<file path="src/rtl/vga_timing_gen_pkg.sv">
// Shared raster constants and coordinate type for the 640x480@60 timing path.
package vga_pkg;

  typedef logic [9:0] coord_t;

  // Largest total a 10-bit counter can sweep without aliasing.
  localparam int COORD_RANGE = 1024;

  localparam int DEF_H_VISIBLE = 640;
  localparam int DEF_H_FRONT   = 16;
  localparam int DEF_H_SYNC    = 96;
  localparam int DEF_H_BACK    = 48;
  localparam int DEF_V_VISIBLE = 480;
  localparam int DEF_V_FRONT   = 10;
  localparam int DEF_V_SYNC    = 2;
  localparam int DEF_V_BACK    = 33;

  localparam int DEF_H_TOTAL = DEF_H_VISIBLE + DEF_H_FRONT + DEF_H_SYNC + DEF_H_BACK;
  localparam int DEF_V_TOTAL = DEF_V_VISIBLE + DEF_V_FRONT + DEF_V_SYNC + DEF_V_BACK;

  // Half-open window test [lo, hi) on raster coordinates.
  function automatic logic in_window(input coord_t v, input coord_t lo, input coord_t hi);
    return (v >= lo) && (v < hi);
  endfunction

endpackage

</file>
<file path="src/rtl/vga_timing_gen_sync_delay.sv">
// Parameterised-depth 1-bit shift register; every stage resets to 1 (sync idle level).
module sync_delay #(
  parameter int DEPTH = 2
) (
  input  logic clk,
  input  logic rst,
  input  logic d,
  output logic q
);

  logic [DEPTH:0] chain;

  assign chain[0] = d;

  for (genvar i = 0; i < DEPTH; i++) begin : g_stage
    always_ff @(posedge clk or posedge rst) begin
      if (rst) chain[i+1] <= 1'b1;
      else     chain[i+1] <= chain[i];
    end
  end

  assign q = chain[DEPTH];

endmodule

</file>
<file path="src/rtl/vga_timing_gen.sv">
// Raster timing generator: hc/vc counters with registered sync, blank and coordinate decodes.
// Define VGA_SYNC_ALIGN_EN to delay hs/vs by SYNC_DELAY cycles to match the colour mapper.
module vga_timing_gen
  import vga_pkg::*;
#(
  parameter int H_VISIBLE  = DEF_H_VISIBLE,
  parameter int H_FRONT    = DEF_H_FRONT,
  parameter int H_SYNC     = DEF_H_SYNC,
  parameter int H_BACK     = DEF_H_BACK,
  parameter int V_VISIBLE  = DEF_V_VISIBLE,
  parameter int V_FRONT    = DEF_V_FRONT,
  parameter int V_SYNC     = DEF_V_SYNC,
  parameter int V_BACK     = DEF_V_BACK,
  parameter int SYNC_DELAY = 2
) (
  input  logic       vga_clk,
  input  logic       reset,
  output logic       hs,
  output logic       vs,
  output logic       blank,
  output logic [9:0] DrawX,
  output logic [9:0] DrawY,
  output logic       frame_start
);

  localparam int H_TOTAL = H_VISIBLE + H_FRONT + H_SYNC + H_BACK;
  localparam int V_TOTAL = V_VISIBLE + V_FRONT + V_SYNC + V_BACK;

  localparam coord_t H_LAST     = coord_t'(H_TOTAL - 1);
  localparam coord_t V_LAST     = coord_t'(V_TOTAL - 1);
  localparam coord_t H_ACT_END  = coord_t'(H_VISIBLE);
  localparam coord_t V_ACT_END  = coord_t'(V_VISIBLE);
  localparam coord_t H_SYNC_ON  = coord_t'(H_VISIBLE + H_FRONT);
  localparam coord_t H_SYNC_OFF = coord_t'(H_VISIBLE + H_FRONT + H_SYNC);
  localparam coord_t V_SYNC_ON  = coord_t'(V_VISIBLE + V_FRONT);
  localparam coord_t V_SYNC_OFF = coord_t'(V_VISIBLE + V_FRONT + V_SYNC);

  if (H_TOTAL > COORD_RANGE || V_TOTAL > COORD_RANGE) begin : g_bad_total
    $error("vga_timing_gen: H_TOTAL/V_TOTAL must not exceed %0d", COORD_RANGE);
  end
  if (SYNC_DELAY < 0) begin : g_bad_delay
    $error("vga_timing_gen: SYNC_DELAY must be non-negative");
  end

  coord_t hc, vc;
  logic   hs_line, vs_line;

  // Raster counters: hc sweeps each line, vc advances on the last pixel of a line.
  always_ff @(posedge vga_clk or posedge reset) begin
    if (reset) begin
      hc <= '0;
      vc <= '0;
    end else if (hc == H_LAST) begin
      hc <= '0;
      vc <= (vc == V_LAST) ? coord_t'(0) : vc + coord_t'(1);
    end else begin
      hc <= hc + coord_t'(1);
    end
  end

  // Registered decodes; coordinates are deliberately left unclamped through blanking.
  always_ff @(posedge vga_clk or posedge reset) begin
    if (reset) begin
      DrawX       <= '0;
      DrawY       <= '0;
      blank       <= 1'b0;
      hs_line     <= 1'b1;
      vs_line     <= 1'b1;
      frame_start <= 1'b0;
    end else begin
      DrawX       <= hc;
      DrawY       <= vc;
      blank       <= (hc < H_ACT_END) && (vc < V_ACT_END);
      hs_line     <= !in_window(hc, H_SYNC_ON, H_SYNC_OFF);
      vs_line     <= !in_window(vc, V_SYNC_ON, V_SYNC_OFF);
      frame_start <= (hc == '0) && (vc == '0);
    end
  end

`ifdef VGA_SYNC_ALIGN_EN
  if (SYNC_DELAY < 1) begin : g_bad_align
    $error("vga_timing_gen: SYNC_DELAY must be >= 1 when sync alignment is enabled");
  end

  // Extra stages line sync edges up with the mapper's ROM + colour register.
  sync_delay #(.DEPTH(SYNC_DELAY)) u_hs_delay (
    .clk (vga_clk),
    .rst (reset),
    .d   (hs_line),
    .q   (hs)
  );

  sync_delay #(.DEPTH(SYNC_DELAY)) u_vs_delay (
    .clk (vga_clk),
    .rst (reset),
    .d   (vs_line),
    .q   (vs)
  );
`else
  assign hs = hs_line;
  assign vs = vs_line;
`endif

endmodule

</file>
<file path="config.mk">
export PLATFORM = sky130hd
export DESIGN_NAME = vga_timing_gen
export DESIGN_NICKNAME = d
export VERILOG_FILES = /design/src/rtl/vga_timing_gen_pkg.sv /design/src/rtl/vga_timing_gen_sync_delay.sv /design/src/rtl/vga_timing_gen.sv
export SDC_FILE = /design/constraint.sdc
export NUM_CORES = 1
export LEC_CHECK = 0
export BUFFER_PORTS_ARGS = -buffer_cell sky130_fd_sc_hd__buf_4
export CAP_MARGIN = 10
export CORE_ASPECT_RATIO = 1.5
export CORE_MARGIN = 2
export CORE_UTILIZATION = 45
export DETAILED_ROUTE_END_ITERATION = 10
export PLACE_DENSITY_LB_ADDON = 0.12
export SYNTH_ARGS = -nofsm -noshare
export SYNTH_HDL_FRONTEND = slang
export SYNTH_SLANG_ARGS = --single-unit
</file>
<file path="constraint.sdc">
create_clock -name vga_clk -period 2.7 [get_ports vga_clk]
set_clock_uncertainty 0.2 [all_clocks]
set_input_delay 0.135 -clock vga_clk [delete_from_list [all_inputs] [get_ports vga_clk]]
set_output_delay 0.135 -clock vga_clk [all_outputs]
set_load 0.01 [all_outputs]
</file>
* Word-level counts from Yosys, hierarchy flattened *
Cells that the tools add are included.

storage, ports and cells
  bits in registers = 44
  input bits = 2
  output and inout bits = 24
  logic and storage cells = 28

operators by class
  add/sub/neg operators = 2
  order comparisons = 6
  eq/ne operators = 2
  mux-type cells = 2
  reduce and logical (&&, ||, !) cells = 8

operator list
  operator                                                                               number
  10-bit by 1-bit adder with 10-bit output (second input constant)                       2
  10-bit equality test (second input constant)                                           2
  10-bit logical NOT                                                                     2
  10-bit less-than comparator (second input constant)                                    2
  10-bit by 9-bit less-than comparator with 1-bit output (second input constant)         2
  10-bit 2-to-1 mux                                                                      2
  10-bit greater-or-equal comparator (second input constant)                             1
  10-bit by 9-bit greater-or-equal comparator with 1-bit output (second input constant)  1
  1-bit logical AND                                                                      4
  1-bit logical NOT                                                                      2

* Longest topological paths before layout *
Gate-level depths: netlist of the first run.

  depth after elaboration = 3
  gate-level depth with buffers = 6
  gate-level depth less buffers = 6

* Worst setup path before layout of the first run *
No wires, ideal clock.

  path kind = reg2reg
  start = register hc[5]
  end = register vc[9]
  library setup time = 0.077 ns
  arrival = 1.939 ns
  data required time = 2.423 ns
  setup slack = 0.484 ns
  cell stages (with the launch flop) = 6
  buffers on the path = 1
  clock period less this slack = 2.216 ns
  path through = dfrtp_1 or3_4 or3_1 buf_2 or4_1 a21oi_1

between the ends
  longest elaborated chain between the ends = 1

ends and longest elaborated chain
  element                 RTL line              source
  from (decl)             vga_timing_gen.sv:45  coord_t hc, vc;
  from (signal assigned)  vga_timing_gen.sv:57  hc <= hc + coord_t'(1);
  10-bit equality test    vga_timing_gen.sv:53  end else if (hc == H_LAST) begin
  to (signal assigned)    vga_timing_gen.sv:55  vc <= (vc == V_LAST) ? coord_t'(0) : vc + coord_t'(1);
  to (decl)               vga_timing_gen.sv:45

No other way between the ends.
A chain may end at the register's enable or synchronous reset.

* Worst setup path after layout of the first run *
Same ends and word-level chain as after synthesis.

==> results.cfg, run 1 <==
[critical_path]
critPathTopFamily = simple AND/OR/NAND/NOR gates
worst_r2r_endpoint = vc[9]$_DFFE_PP0N_
worstPathRequired_ps = 2720
rr_worst_depth = 4
arrival_ps = 2360
crit_slowest_cell = or4_1
worst-path-buf-inv = 0
cp-start-kind = register
reg2reg_from = hc[5]$_DFF_PP0_
path_cells = or3_4 -> or3_1 -> or4_1 -> a21oi_1
cpPeakStageDelay_ps = 530
r2r_slack_ps = 360
crit_fanout = 9
setup.worst_path.class = reg2reg
end_kind = register

[die]
die_h_um = 78.70
core_area_um2 = 3615
initial_utilization_pct = 46.31
die_area_um2 = 4234
dieWidth_um = 53.80
io_pins = 26
rows = 27

[timing]
maxSlewHeadroom_pct = 55.94
worst_pin_slew_ps = 660.1
period_share_pct = 86.63
totalNegativeSetupSlack_ps = 0
setup_viol = 0
timing.final.crit_period_ps = 2339
fmax_ghz = 0.4275
rsz0062_at_grt = no
final_hold_viol_count = 0
slew_violations = 0

[logic_synthesis]
synth_area_leaders = dfrtp_1, dfstp_2, xor2_1
yosysWarnings = 0
syn-instance-count = 139
netlist.area_leader.share_pct = 62.78
ys_seq_elements = 44
synth_commonest_cells = dfrtp_1, nand2_1, nand3_1, nor2_1
syn_nets = 145
synth-main-ff-cell = dfrtp_1
synth_cell_types = 30
syn_avg_cell_area_um2 = 12.04
synth-seq-area-share_pct = 65.92
synth_largest_area_cell = dfrtp_1
async_flop_share_pct = 100.0
synth-edff-count = 0
synth_area_um2 = 1674
yosys.cell_count.top_type = dfrtp_1

[clocking]
htreeDepth = 2
hold_buffers = 1
cts_resized = 0
cts_tree = built
clock_path_buffers = 2
path_clk_slew_ps = 80
postCtsSetupRepairBufs = 0
cts_buffers = 5
clock_sinks = 44
cts_root_buf = clkbuf_8
clkLatencyLatePin_ps = 290

[global_route]
grt_pass1_wl_um = 5181
use_met2_pct = 28.54
grt_use_met1_pct = 18.87
gr-usage-all-layers_pct = 17.28
antenna_found_initial = 0
met3_usage_pct = 4.699
grt_max_degree = 20
grt-ovfl-total = 0
grt_pass1_vias = 1155
grt-busiest-layer = met2

[placement]
io_buffer_count = 25
post-place-cells = 208
dp_hpwl_um = 2200
gp_congestion = 0.8791

[hold_path]
holdCritPathClass = reg2reg
hold_depth = 0
min-delay-start = vc[4]$_DFFE_PP0N_
worstHoldEndpoint = DrawY[4]$_DFF_PP0_

[detailed_routing]
drtPass1Iterations = 4
wire_per_inst_um = 13.99
drt_wl_total_um = 3036
remaining_drc_errors = 0
vias_per_cell = 5.327
drtIter0Drc = 16
vias = 1156
drtAntennaViolNets = 0

[outcome]
outcome = finished clean

[layout]
fin_nets = 179
stdcell_count = 217
drive_above_1_share_pct = 21.84
area_delta_synth_final_pct = 21.23
fin_util_pct = 56.14
num_antenna_cells = 0

[power_and_ir_drop]
power_mw = 1.085
power.density_nw_per_um2 = 534.8
leakage_nw = 1.015
peakVddDrop_v = 0.0004589

[job]
max_cap_viol_count = 0
## registers in the layout (all words and copies together) (netlist names)
name         flops
DrawX           10
DrawY           10
hc              10
vc              10
blank            1
frame_start      1
hs               1
vs               1
## kinds of logic (layout without fill, tap and decap cells)
group	Yosys count	after routing	synth area share, %
AO/OA/AOI/OAI	10	10	3.364
XOR/XNOR	10	10	5.231
buffers and inverters	8	43	1.868
flip-flops	44	44	65.92
adder cells (fa/ha/maj)	4	4	2.990
multiplexers	1	1	0.5979
AND/OR/NAND/NOR	62	62	20.03
## worst max path at each step
stage / from / endpoint / slack, ps / cells past startpoint
4_1_cts: hc[5]$_DFF_PP0_ / vc[9]$_DFFE_PP0N_ / 370 / 4
3_3_place_gp: hc[5]$_DFF_PP0_ / vc[9]$_DFFE_PP0N_ / 420 / 4
5_1_grt: hc[5]$_DFF_PP0_ / vc[9]$_DFFE_PP0N_ / 270 / 4
3_5_place_dp: hc[5]$_DFF_PP0_ / vc[9]$_DFFE_PP0N_ / 390 / 4
6_report: hc[5]$_DFF_PP0_ / vc[9]$_DFFE_PP0N_ / 360 / 4
2_1_floorplan: hc[5]$_DFF_PP0_ / vc[9]$_DFFE_PP0N_ / 480 / 5
## layout by cell type, fill, tap and decap left out, drive strengths merged, types with 3 or more instances in the layout
master,netlist,final
dfrtp,42,42
buf,1,28
nand2,13,13
nand3,10,10
nor2,8,8
clkbuf,1,8
inv,6,6
and3,6,6
xor2,6,6
nand4,5,5
o21ai,5,5
nor3,4,4
xnor2,4,4
ha,4,4
nor4,3,3
or4,3,3
or3,3,3
## final cells by class
| cell class | count | area (um2) |
|---|---|---|
| fillers | 293 | 1585 |
| flip-flops and latches | 44 | 1104 |
| multi-input cells | 87 | 539.3 |
| repair buffers | 29 | 220.2 |
| clock buffers | 8 | 90.09 |
| well taps | 43 | 53.80 |
| inverters | 6 | 22.52 |
## layer usage
metal	wire (um)	vias up
met5	0	-
met4	133	0
met3	126	12
met2	1618	29
met1	1158	567
li1	-	548
## per-stage QoR
step           instance area, um2  hold slack, ps  setup slack (ps)
6_report                     2029           237.1             360.9
5_1_grt                      2029           257.7             272.6
3_3_place_gp                 1929           70.86             424.0
2_1_floorplan                1674           188.1             483.7
3_5_place_dp                 1929           75.48             387.5
4_1_cts                      2029           246.4             365.7
## power breakdown
part	total (mW)	switching [mW]	internal, mW
logic	0.0161	0.0123	0.00380
registers	0.659	0	0.659
clock network	0.411	0.202	0.209
total	1.09	0.214	0.871
No activity file was read; power rests on OpenSTA's default activity.
==> inputs of run 2 (changes only) <==
--- a/config.mk
+++ b/config.mk
@@ -5,6 +5,7 @@
 export SDC_FILE = /design/constraint.sdc
 export NUM_CORES = 1
 export LEC_CHECK = 0
+export ABC_AREA = 1
 export BUFFER_PORTS_ARGS = -buffer_cell sky130_fd_sc_hd__buf_4
 export CAP_MARGIN = 10
 export CORE_ASPECT_RATIO = 1.5
==> run 2 against run 1 <==
  * Synthesized area up 12%
  * Critical path depth up 2
  * Sequential power about the same
==> results.cfg, run 2 <==
[detailed_routing]
remaining_drc_errors = 0
vias_per_cell = 4.967
drt_wl_total_um = 3398
drtIter0Drc = 35
drtAntennaViolNets = 0
drtPass1Iterations = 4
vias = 1346
wire_per_inst_um = 12.54

[die]
rows = 28
dieWidth_um = 56.70
die_h_um = 83.04
io_pins = 26
core_area_um2 = 3959
die_area_um2 = 4708
initial_utilization_pct = 47.35

[power_and_ir_drop]
clkPwrFrac_pct = 37.5
seqPwrFrac_pct = 61.1
switching_power_mw = 0.2086
power_mw = 1.079
combPwrFrac_pct = 1.4
peakVddDrop_v = 0.0004466
netSwitchingFraction_pct = 19.34
power.density_nw_per_um2 = 487.1
intPower_mw = 0.8701
leakage_nw = 1.186

[global_route]
grt_pass1_vias = 1382
grt-ovfl-total = 0
antenna_found_initial = 0
grt_pass1_wl_um = 6016
grt_max_degree = 45
gr-usage-all-layers_pct = 16.27

[placement]
dp_hpwl_um = 2504
gp_congestion = 0.8862
io_buffer_count = 25
post-place-ws_ps = 835.8

[timing]
totalNegativeSetupSlack_ps = 0
final_hold_viol_count = 0
setup_viol = 0
hold_ws_ps = 220.7
setup_slack_ps = 851.2
worst_pin_slew_ps = 534.5
rsz0062_at_grt = no
period_share_pct = 68.47
slew_violations = 0
timing.final.crit_period_ps = 1849
maxSlewHeadroom_pct = 64.37
fmax_ghz = 0.5409

[logic_synthesis]
synth-edff-count = 0
synth_area_leaders = dfrtp_1, nand2_1, nor2_1
syn-instance-count = 192
yosys.cell_count.top_type = dfrtp_1
synth_area_um2 = 1874
synth-seq-area-share_pct = 58.88
syn_nets = 198
yosysWarnings = 0
netlist.area_leader.share_pct = 56.07
synth-main-ff-cell = dfrtp_1
synth_commonest_cells = dfrtp_1, nand2_1, nor2_1, inv_1, nand3_1
async_flop_share_pct = 100.0
ys_seq_elements = 44
syn_avg_cell_area_um2 = 9.762
synth_cell_types = 26
synth_largest_area_cell = dfrtp_1

[layout]
area_delta_synth_final_pct = 18.16
fillers = 361
layout_common_cells = dfrtp_1, nand2_1, nor2_1
drive_above_1_share_pct = 23.01
num_antenna_cells = 0
layout_commonest_cell = dfrtp_1
fin_nets = 231

[clocking]
cts_resized = 0
path_clk_slew_ps = 70
clock_path_buffers = 2
htreeDepth = 2
cts_root_buf = clkbuf_8
clock_sinks = 44
cts_tree = built
clkLatencyLatePin_ps = 290
cts_buffers = 5

[critical_path]
cp-start-kind = register
crit_fanout = 11
worstPathRequired_ps = 2680
setup.worst_path.class = reg2reg
arrival_ps = 1830
end_kind = register
rr_worst_depth = 6

[job]
max_cap_viol_count = 0

[hold_path]
hold_depth = 0
holdCritPathClass = reg2reg

[outcome]
outcome = finished clean
## run 2: cell types whose count changed after synthesis, sizes merged, moves of 2 or more
cell / before / now
nand2: 13 / 41
nor2: 8 / 35
inv: 6 / 28
and3: 6 / 0
or3: 3 / 0
or4: 3 / 0
and2: 2 / 0
xnor2: 4 / 2
## run 2: layout make-up
class | count | area [um2] | share of cell area (%)
Inverter | 28 | 105.1 | 4.746
Tap cell | 45 | 56.30 | 2.542
Multi-Input combinational cell | 119 | 654.4 | 29.55
Sequential cell | 44 | 1104 | 49.83
Clock buffer | 8 | 90.09 | 4.068
Timing Repair Buffer | 27 | 205.2 | 9.266
## run 2: timing repair
action,in CTS,in global routing
setup endpoints to repair,0,0
hold buffers,1,0
endpoints found under the hold margin,42,0
setup buffers,0,0
## run 2: logic make-up (layout without fill, tap and decap cells)
group,Yosys count,after routing,share of synthesized area [%]
flip-flops,44,44,58.88
adder cells (fa/ha/maj),4,4,2.670
buffers and inverters,29,63,6.208
AND/OR/NAND/NOR,98,98,25.50
AO/OA/AOI/OAI,10,10,3.472
XOR/XNOR,7,7,3.271
## run 2: routing by layer
layer  share of wire, %  vias to the layer above  track usage [%]
li1                   -                      658                -
met1                 38                      654            18.36
met2                 55                       26            28.22
met3                4.0                        8            3.738
met4                2.8                        0            7.792
met5                  0                        -                0
## run 2: per-stage QoR
stage | utilization (%) | instances | instance area [um2]
floorplan | - | 192 | 1874
global placement | 53.41 | 262 | 2115
detailed placement | 53.41 | 262 | 2115
CTS | 55.94 | 271 | 2215
global route | 55.94 | 271 | 2215
finish | 55.94 | 271 | 2215
## run 2: critical path, cell delays in order (launching register included)
cell and delay (ps):
dfrtp_1 390, ha_1 260, nand3_4 140, nor3_4 500, inv_1 120, nand2_1 80
nand2_1 50
## run 2: worst paths after layout
| check | startpoint | to | slack, ps |
|---|---|---|---|
| min | vc[1]$_DFFE_PP0N_ | DrawY[1]$_DFF_PP0_ | 220 |
| max in group asynchronous | reset | vs$_DFF_PP1_ | 1570 |
| min reg2reg | vc[1]$_DFFE_PP0N_ | DrawY[1]$_DFF_PP0_ | 220 |
| max reg2reg | hc[0]$_DFF_PP0_ | vc[2]$_DFFE_PP0N_ | 850 |
| max | hc[0]$_DFF_PP0_ | vc[2]$_DFFE_PP0N_ | 850 |
| min in group asynchronous | reset | frame_start$_DFF_PP0_ | 360 |
## run 2: power by group through the flow
| stage | logic (mW) | registers (mW) | clock network [mW] |
|---|---|---|---|
| after detailed placement | 0.0155 | 0.671 | 0 |
| after floorplan | 0.00964 | 0.672 | 0 |
| after CTS | 0.0166 | 0.659 | 0.419 |
| after global placement | 0.0147 | 0.671 | 0 |
| final | 0.0155 | 0.659 | 0.404 |
| after global routing | 0.0184 | 0.658 | 0.440 |
